## src/rtl/fft_frame_arbiter.sv

```systemverilog
// fft_frame_arbiter
//   Merges NUM_SRC FFT output streams into one stream. Whole frames are
//   interleaved: a source holds the output from its first beat until its
//   m_last beat transfers. Grants go round-robin. Each source has a
//   left/right channel bit that flips after every frame the source completes.
//
// Optional feature: define FFT_FRAME_ARB_LEN_CHECK_EN to enable frame-length
//   checking. Source i must send exactly 2^(N_FFT_MIN+i) beats per frame;
//   otherwise len_err[i] is set and stays set until reset. When the macro is
//   undefined, len_err is tied low.
//
// Ports
//   clk, reset   clock; reset is synchronous and active-high
//   s_data       per-source beats, source i in slice i (2*DATA_WIDTH each)
//   s_valid      per-source valid
//   s_last       per-source end of frame
//   s_ready      per-source ready; only the granted source sees m_ready
//   m_data       merged beat
//   m_valid      merged valid
//   m_last       merged end of frame
//   m_ready      downstream ready
//   m_src        index of the source that owns the current frame
//   m_channel    channel tag of the current frame (0 left, 1 right)
//   len_err      sticky per-source frame-length error flags
module fft_frame_arbiter #(
    parameter int unsigned DATA_WIDTH = 24,
    parameter int unsigned NUM_SRC    = 4,
    parameter int unsigned N_FFT_MIN  = 9,
    localparam int unsigned SRC_W     = (NUM_SRC > 1) ? $clog2(NUM_SRC) : 1
) (
    input  logic                            clk,
    input  logic                            reset,
    input  logic [NUM_SRC*2*DATA_WIDTH-1:0] s_data,
    input  logic [NUM_SRC-1:0]              s_valid,
    input  logic [NUM_SRC-1:0]              s_last,
    output logic [NUM_SRC-1:0]              s_ready,
    output logic [2*DATA_WIDTH-1:0]         m_data,
    output logic                            m_valid,
    output logic                            m_last,
    input  logic                            m_ready,
    output logic [SRC_W-1:0]                m_src,
    output logic                            m_channel,
    output logic [NUM_SRC-1:0]              len_err
);

    localparam int unsigned BW = 2 * DATA_WIDTH;

    typedef enum logic {
        IDLE   = 1'b0,
        LOCKED = 1'b1
    } state_t;

    state_t               state_q;
    logic [SRC_W-1:0]     ptr_q;
    logic [SRC_W-1:0]     ptr_d;
    logic [SRC_W-1:0]     g_q;
    logic [SRC_W-1:0]     m_src_q;
    logic                 m_chan_q;
    logic [NUM_SRC-1:0]   chan_q;
    logic [SRC_W-1:0]     pick;
    logic                 pick_vld;
    logic                 locked;
    logic                 xfer;
    logic [BW-1:0]        src_beat [NUM_SRC];

    for (genvar i = 0; i < NUM_SRC; i++) begin : g_slice
        assign src_beat[i] = s_data[i*BW +: BW];
    end

    assign locked = (state_q == LOCKED);

    // Round-robin pick: scan upward from ptr_q, wrapping at NUM_SRC.
    // The first source with s_valid set wins.
    always_comb begin : rr_pick
        logic [SRC_W:0] idx;
        pick     = '0;
        pick_vld = 1'b0;
        idx      = '0;
        for (int unsigned k = 0; k < NUM_SRC; k++) begin
            idx = {1'b0, ptr_q} + (SRC_W+1)'(k);
            if (idx >= (SRC_W+1)'(NUM_SRC)) begin
                idx = idx - (SRC_W+1)'(NUM_SRC);
            end
            if (!pick_vld && s_valid[idx[SRC_W-1:0]]) begin
                pick     = idx[SRC_W-1:0];
                pick_vld = 1'b1;
            end
        end
    end

    always_comb begin
        if (g_q == SRC_W'(NUM_SRC - 1)) begin
            ptr_d = '0;
        end else begin
            ptr_d = g_q + SRC_W'(1);
        end
    end

    // Pass-through from the granted source while LOCKED; everything low in IDLE.
    always_comb begin
        m_data  = '0;
        m_valid = 1'b0;
        m_last  = 1'b0;
        s_ready = '0;
        if (locked) begin
            m_data      = src_beat[g_q];
            m_valid     = s_valid[g_q];
            m_last      = s_last[g_q];
            s_ready[g_q] = m_ready;
        end
    end

    assign xfer      = m_valid && m_ready;
    assign m_src     = m_src_q;
    assign m_channel = m_chan_q;

    always_ff @(posedge clk) begin
        if (reset) begin
            state_q  <= IDLE;
            ptr_q    <= '0;
            g_q      <= '0;
            chan_q   <= '0;
            m_src_q  <= '0;
            m_chan_q <= 1'b0;
        end else begin
            case (state_q)
                IDLE: begin
                    if (pick_vld) begin
                        state_q  <= LOCKED;
                        g_q      <= pick;
                        m_src_q  <= pick;
                        m_chan_q <= chan_q[pick];
                    end
                end
                LOCKED: begin
                    if (xfer && m_last) begin
                        state_q     <= IDLE;
                        ptr_q       <= ptr_d;
                        chan_q[g_q] <= ~chan_q[g_q];
                        m_src_q     <= '0;
                        m_chan_q    <= 1'b0;
                    end
                end
                default: state_q <= IDLE;
            endcase
        end
    end

`ifdef FFT_FRAME_ARB_LEN_CHECK_EN
    localparam int unsigned CNT_W = N_FFT_MIN + NUM_SRC - 1;

    logic [CNT_W-1:0]   cnt_q;
    logic [CNT_W-1:0]   cnt_lim;
    logic [NUM_SRC-1:0] len_err_q;

    // The index of the last beat, 2^(N_FFT_MIN+g)-1, is built as the
    // inverse of a shifted all-ones mask. For the longest source the whole
    // mask shifts out, so the index becomes all ones.
    assign cnt_lim = ~({CNT_W{1'b1}} << (N_FFT_MIN + 32'(g_q)));

    always_ff @(posedge clk) begin
        if (reset) begin
            cnt_q     <= '0;
            len_err_q <= '0;
        end else if (!locked && pick_vld) begin
            cnt_q <= '0;
        end else if (xfer) begin
            if (m_last ? (cnt_q != cnt_lim) : (cnt_q == cnt_lim)) begin
                len_err_q[g_q] <= 1'b1;
            end
            cnt_q <= cnt_q + CNT_W'(1);
        end
    end

    assign len_err = len_err_q;
`else
    assign len_err = '0;
`endif

endmodule
```

## config.mk

```make
export PLATFORM = sky130hd
export DESIGN_NAME = fft_frame_arbiter
export DESIGN_NICKNAME = d
export VERILOG_FILES = /design/src/rtl/fft_frame_arbiter.sv
export SDC_FILE = /design/constraint.sdc
export NUM_CORES = 1
export LEC_CHECK = 0
export CORE_AREA = 2 2 101 103
export CTS_CLUSTER_SIZE = 16
export DETAILED_ROUTE_END_ITERATION = 16
export DIE_AREA = 0 0 103 105
export GPL_TIMING_DRIVEN = 0
export PLACE_DENSITY = 0.71
export SLEW_MARGIN = 10
export SYNTH_ARGS = -nofsm -noshare
export SYNTH_HDL_FRONTEND = slang
export SYNTH_SLANG_ARGS = --single-unit
```

## constraint.sdc

```tcl
create_clock -name clk -period 1.91 [get_ports clk]
set_clock_uncertainty 0.05 [all_clocks]
set_input_delay 0.2865 -clock clk [delete_from_list [all_inputs] [get_ports clk]]
set_output_delay 0.2865 -clock clk [all_outputs]
set_load 0.1 [all_outputs]
```

Word level (Yosys, flattened, before mapping)
Cells that the tools add are included.

Input port bits: 203. Word-level logic and storage cells: 93. Register bits: 12.

Equal/unequal tests: 3. Order comparisons: 12. Bitwise logic cells: 4. Mux-type cells: 48. Reduce and logical (&&, ||, !) cells: 12. $add $sub $neg: 8.

Operator list (number): 2-to-1 mux 48 bit (3); binary-select mux 48 bit (select 2 bit) (1); 2-to-1 mux 2 bit (11); 2-to-1 mux 1 bit (19); < comparator 2 x 3 -> 1 bit, second input constant (6); binary-select mux 1 bit (select 2 bit) (8); greater-or-equal comparator 3 bit, second input constant (4); subtractor 2 x 1 -> 2 bit, second input constant (4); adder 2 x 2 -> 3 bit, second input constant (2); logical AND 1 bit (6); AND reduction 2 bit (3); AND 4 bit (1); bitwise mux 4 bit (1); 2-to-1 mux 4 bit (1); one-hot mux 1 bit (2 select lines) (2); one-hot mux 2 bit (2 select lines) (1); adder 2 x 1 -> 3 bit, second input constant (1); greater-or-equal comparator 2 x 3 -> 1 bit, second input constant (1); logical NOT 1 bit (3); NOT 2 -> 3 bit (1); adder 2 x 1 -> 2 bit, second input constant (1); demux 1 bit (select 2 bit) (1); == test 2 bit, second input constant (1); greater-or-equal comparator 2 x 1 -> 1 bit, second input constant (1); 3 further kinds (4).

Depth between registers and ports, before layout
Word-level depth: 18. Gate-level depth with buffers: 7. Mapped depth without buffers: 5.

Worst setup path before layout
OpenSTA, ideal clock, no wires.

Kind: register to output. From: reg g_q[1]. To: out m_data[10]. Data arrival time: 1.851 ns. Data required time: 1.574 ns. Setup slack: -0.277 ns. Path buffers: 2. Cell stages (with the launch flop): 5. Cells stage by stage: dfxtp_1 -> buf_2 -> clkbuf_1 -> mux4_2 -> and2_1.

Cells in the longest elaborated chain, start to end: 5.

RTL lines: start, declared (line 56) `logic [SRC_W-1:0] g_q;`; start signal, assigned (line 130) `g_q <= pick;`; NOT 2 -> 3 bit (implied by the code) (line 106) `m_data = src_beat[g_q];`; binary-select mux 48 bit (select 2 bit) (line 106); 2-to-1 mux 48 bit (implied by the code) (2 in a row) (line 106); 2-to-1 mux 48 bit (line 105) `if (locked) begin`; end, declared (line 37) `output logic [2*DATA_WIDTH-1:0] m_data,`.

No other way between the ends. The select of a mux whose other input is x is not followed.

Worst setup path after layout
From: reg g_q[0]. To: out m_data[11].

Same word-level chain as after synthesis.

==> results.md <==
Outcome:
- The flow ran to the end, but the final reports show violations.
- The checks that failed: setup timing.

Timing:
- The worst-case headroom to the max-slew limit is 36.1%.
- The number of slew-limit violations in the final report is 0.
- Static timing analysis puts the maximum clock frequency at around 470 MHz.
- Setup violations remaining at the end of the flow were counted as 56.
- On the final layout, the worst hold slack is about 410 ps.
- Setup repair after global routing could not meet its margin everywhere.
- The worst path uses 111% of the clock period.
- The transition time at the pin with the least slew margin is roughly 960 ps.
- The minimum period implied by the final worst setup slack is about 2100 ps.
- The total count of hold-check failures in the final report is 0.
- The final worst-path setup slack is -210 ps.

Yosys:
- Measured against the total synthesized area, the mux share comes to around 52%.
- Summing every instance area after synthesis gives 2250 sq um.
- The number of warnings issued by yosys is 0.
- A synthesized cell averages roughly 11 sq um.
- After synthesis, the largest family of logic cells by area is multiplexers.
- The area share of the largest cell type after synthesis is 50.1%.
- Summing the areas of all compound-gate instances in the mapped netlist gives between 5 and 6% of the synthesized area.
- Sequential elements use approximately a tenth of the synthesized area.
- The cell taking the most area after synthesis is mux4_2.
- After Yosys synthesis, and, or, nand and nor cells account for between 20% and 30% of the synthesized area.
- Synthesis inferred 12 register bits.
- The synthesized netlist cell count is roughly 210.
- The fraction of synthesized cell area in xor and xnor cells is 0%.
- Yosys attributes the largest share of cell area to mux4_2 (50%), and2_1 (14%), dfxtp_1 (11%).
- The post-synthesis cell type count is 32.
- The adder and majority cell fraction of the synthesized area is approximately 2.2%.

Setup path:
- The critical path is of the register to output pin type.
- The worst endpoint required time is around 1600 ps.
- Of all nets on the critical path, the largest fanout is 10.
- The worst setup path is launched from a register.
- The arrival time at the worst endpoint is ~1800 ps.
- The worst setup path is captured at an output pin.

Clock tree:
- The number of H-tree levels is 1.
- The clock root buffer is clkbuf_8.
- For this design, the sink count on the clock tree is 12.
- The clock-pin transition on the worst setup and hold timing paths is around 50 ps.
- The clock tree from TritonCTS is built.
- The clock passes through at most 2 buffers.
- For the worst-skew pair, the clock arrives at the later sink with an insertion delay of approximately 240 ps.
- Counting the buffers created by CTS gives 3.
- For this design, the CTS-stage hold fixing added 0 buffers.

Floorplanning:
- The region available for standard cell placement spans 9640 sq um.
- The floorplan step set the die height to approximately 110 um.
- The die covers about 11,000 sq um.
- The floorplan has 36 rows.
- The die outline width is between 100 and 150 um.
- The initial utilization of the core area, before any placement, comes to 23.3%.
- The number of top-level design ports is between 200 and 300.

Placed design:
- The congestion estimate from routability-driven global placement came to between 0.8 and 0.9.
- The count of buffers added on input and output ports is ~260.
- Once detailed placement completed, the half-perimeter wirelength came to 9800 um.

Global route:
- The via count of the first global-routing pass is 3,146.
- The pin count of the biggest net entering global routing is 11.
- The first global-routing pass estimated roughly 18,000 um of wire.
- For this run the aggregate overflow at the end of global routing stands at 0.
- The initial antenna violation count was 0.
- Global routing used 21.7% of the available tracks across all layers.

Finish:
- The share of layout cells above drive strength 1 is 44.9%.
- The repair_antennas step left the layout with diodes totalling 0.
- The final layout net count is 694.
- Relative to the synthesized area, the layout overhead comes to 169%.
- After filler insertion, the fill cell instance count of the layout stands at ~760.
- The post-route core utilization is ~63%.

Drt:
- The detail route stage leaves a number of antenna-violating nets equal to 0.
- Summed over all layers, the routed wires come to roughly 12,000 um.
- The routed wire length per instance is 19.7 um.
- The DRC violation count after routing is 0.
- The number of vias after detailed routing is a little under 3,000.
- The vias per cell is approximately 4.8.
- Before antenna repair, the detailed router went through 4 iterations.
- For this block, the initial DRC count from the detailed router was a little over 100.

Worst hold path:
- The path type of the worst min-delay path is register to register.

Power and ir drop:
- The maximum vdd ir drop is 0.000495 V.
- For this design the ratio of total power to cell area is 460 nW/um^2.
- In this run the static leakage power is between 0.002 and 0.0025 uW.

Flow run:
- The max-capacitance violation count is 0.
## stage by stage
stage	std cells	area (sq um)	setup slack [ps]	total power, uW	setup TNS (ps)
global placement	603	5140	-1170	2170	-58540
finish	618	6050	-210	2780	-8650
detailed placement	603	5140	-1210	2190	-60200
CTS	614	5890	-207	2760	-9300
global route	618	6050	-256	2880	-12200
floorplan	211	2380	-96.7	1520	-175
## worst max-delay path, cell delays in order, from the launching register on
cell and delay [ps]:
dfxtp_4 350, buf_12 150, buf_12 150, mux4_2 530, and2_4 190, buf_12 160
## registers in the layout, summed over array words and instances (netlist names)
register   flops
m_src          2
m_channel      1
locked         1
chan_q         4
g_q            2
ptr_q          2
## cell usage after synthesis
cell and count:
nand2b_1 1, or2_2 2, clkbuf_1 10, o22ai_1 2
o311ai_0 1, and3_1 4, o21ai_0 1, mux2i_1 4
buf_6 2, nor2b_1 1, o2111ai_1 1, and4_4 1
nand2_1 11, nor2_1 9, inv_1 4, buf_4 4
dfxtp_1 12, o21a_1 3, ha_1 4, mux4_2 50
mux2_2 1, nor3b_1 1, and2_1 50, nor3_1 1
buf_2 6, a21oi_1 12, nor3_2 3, nor4_1 1
buf_1 2, nand3_1 1, conb_1 1, nor2_2 2
## area by class of cell
class | count | area (sq um) | area share (%)
Buffer | 24 | 255 | 4.22
Clock buffer | 3 | 41.3 | 0.683
Tap cell | 133 | 166 | 2.75
Timing Repair Buffer | 271 | 3250 | 53.7
Inverter | 4 | 17.5 | 0.290
Multi-Input combinational cell | 171 | 2070 | 34.3
Sequential cell | 12 | 248 | 4.10
## power breakdown
part	switching (uW)	internal, uW	total (uW)
Clock	92.3	139	231
Sequential	9.11	260	269
Combinational	1150	1130	2280
Total	1260	1530	2780
## per-layer routing
| layer | global-route usage (%) | up-vias | share of wire, % |
|---|---|---|---|
| met5 | 0 | - | 0 |
| met4 | 4.51 | 0 | 2.3 |
| met3 | 3.88 | 20 | 7.1 |
| met2 | 40.7 | 130 | 56 |
| met1 | 25.2 | 1455 | 35 |
| li1 | - | 1350 | - |
## worst paths after layout
check                               end  cells past startpoint  slack, ps                  start
setup reg to reg  ptr_q[1]$_SDFFE_PP0P_                      8       -110    g_q[0]$_SDFFE_PP0P_
hold reg to reg   m_src[1]$_SDFFE_PP0P_                      2        410  m_src[1]$_SDFFE_PP0P_
hold / removal    m_src[1]$_SDFFE_PP0P_                      2        410  m_src[1]$_SDFFE_PP0P_
setup / recovery             m_data[11]                      5       -210    g_q[0]$_SDFFE_PP0P_
## cells by family (layout without fill, tap and decap cells)
| kind of cell | Yosys count | count (layout) |
|---|---|---|
| AOI/OAI and AO/OA | 20 | 20 |
| adders and majority gates | 4 | 4 |
| buffers and inverters | 28 | 302 |
| DFF | 12 | 12 |
| muxes | 55 | 55 |
| other | 1 | 4 |
| and+or+nand+nor | 88 | 88 |
## timing repair
| action | CTS | global route |
|---|---|---|
| setup buffers | 7 | 2 |
| gates resized for setup | 534 | 23 |
| setup endpoints to repair | 58 | 63 |
| cloned | 1 | 2 |
| pin swaps | 6 | 0 |
## cell usage in the layout, fill, tap and decap left out, types with 4 or more instances in the layout
| cell | Yosys | final |
|---|---|---|
| a21oi_2 | 0 | 7 |
| conb_1 | 1 | 4 |
| buf_4 | 4 | 14 |
| clkdlybuf4s50_1 | 0 | 202 |
| and2_4 | 0 | 50 |
| nor2_1 | 9 | 9 |
| nand2_1 | 11 | 11 |
| mux2i_1 | 4 | 4 |
| mux4_2 | 50 | 50 |
| buf_12 | 0 | 59 |
| dfxtp_1 | 12 | 10 |
| clkbuf_2 | 0 | 6 |
| a21oi_1 | 12 | 5 |
| clkbuf_4 | 0 | 4 |
Power figures use the tool's default switching activity.
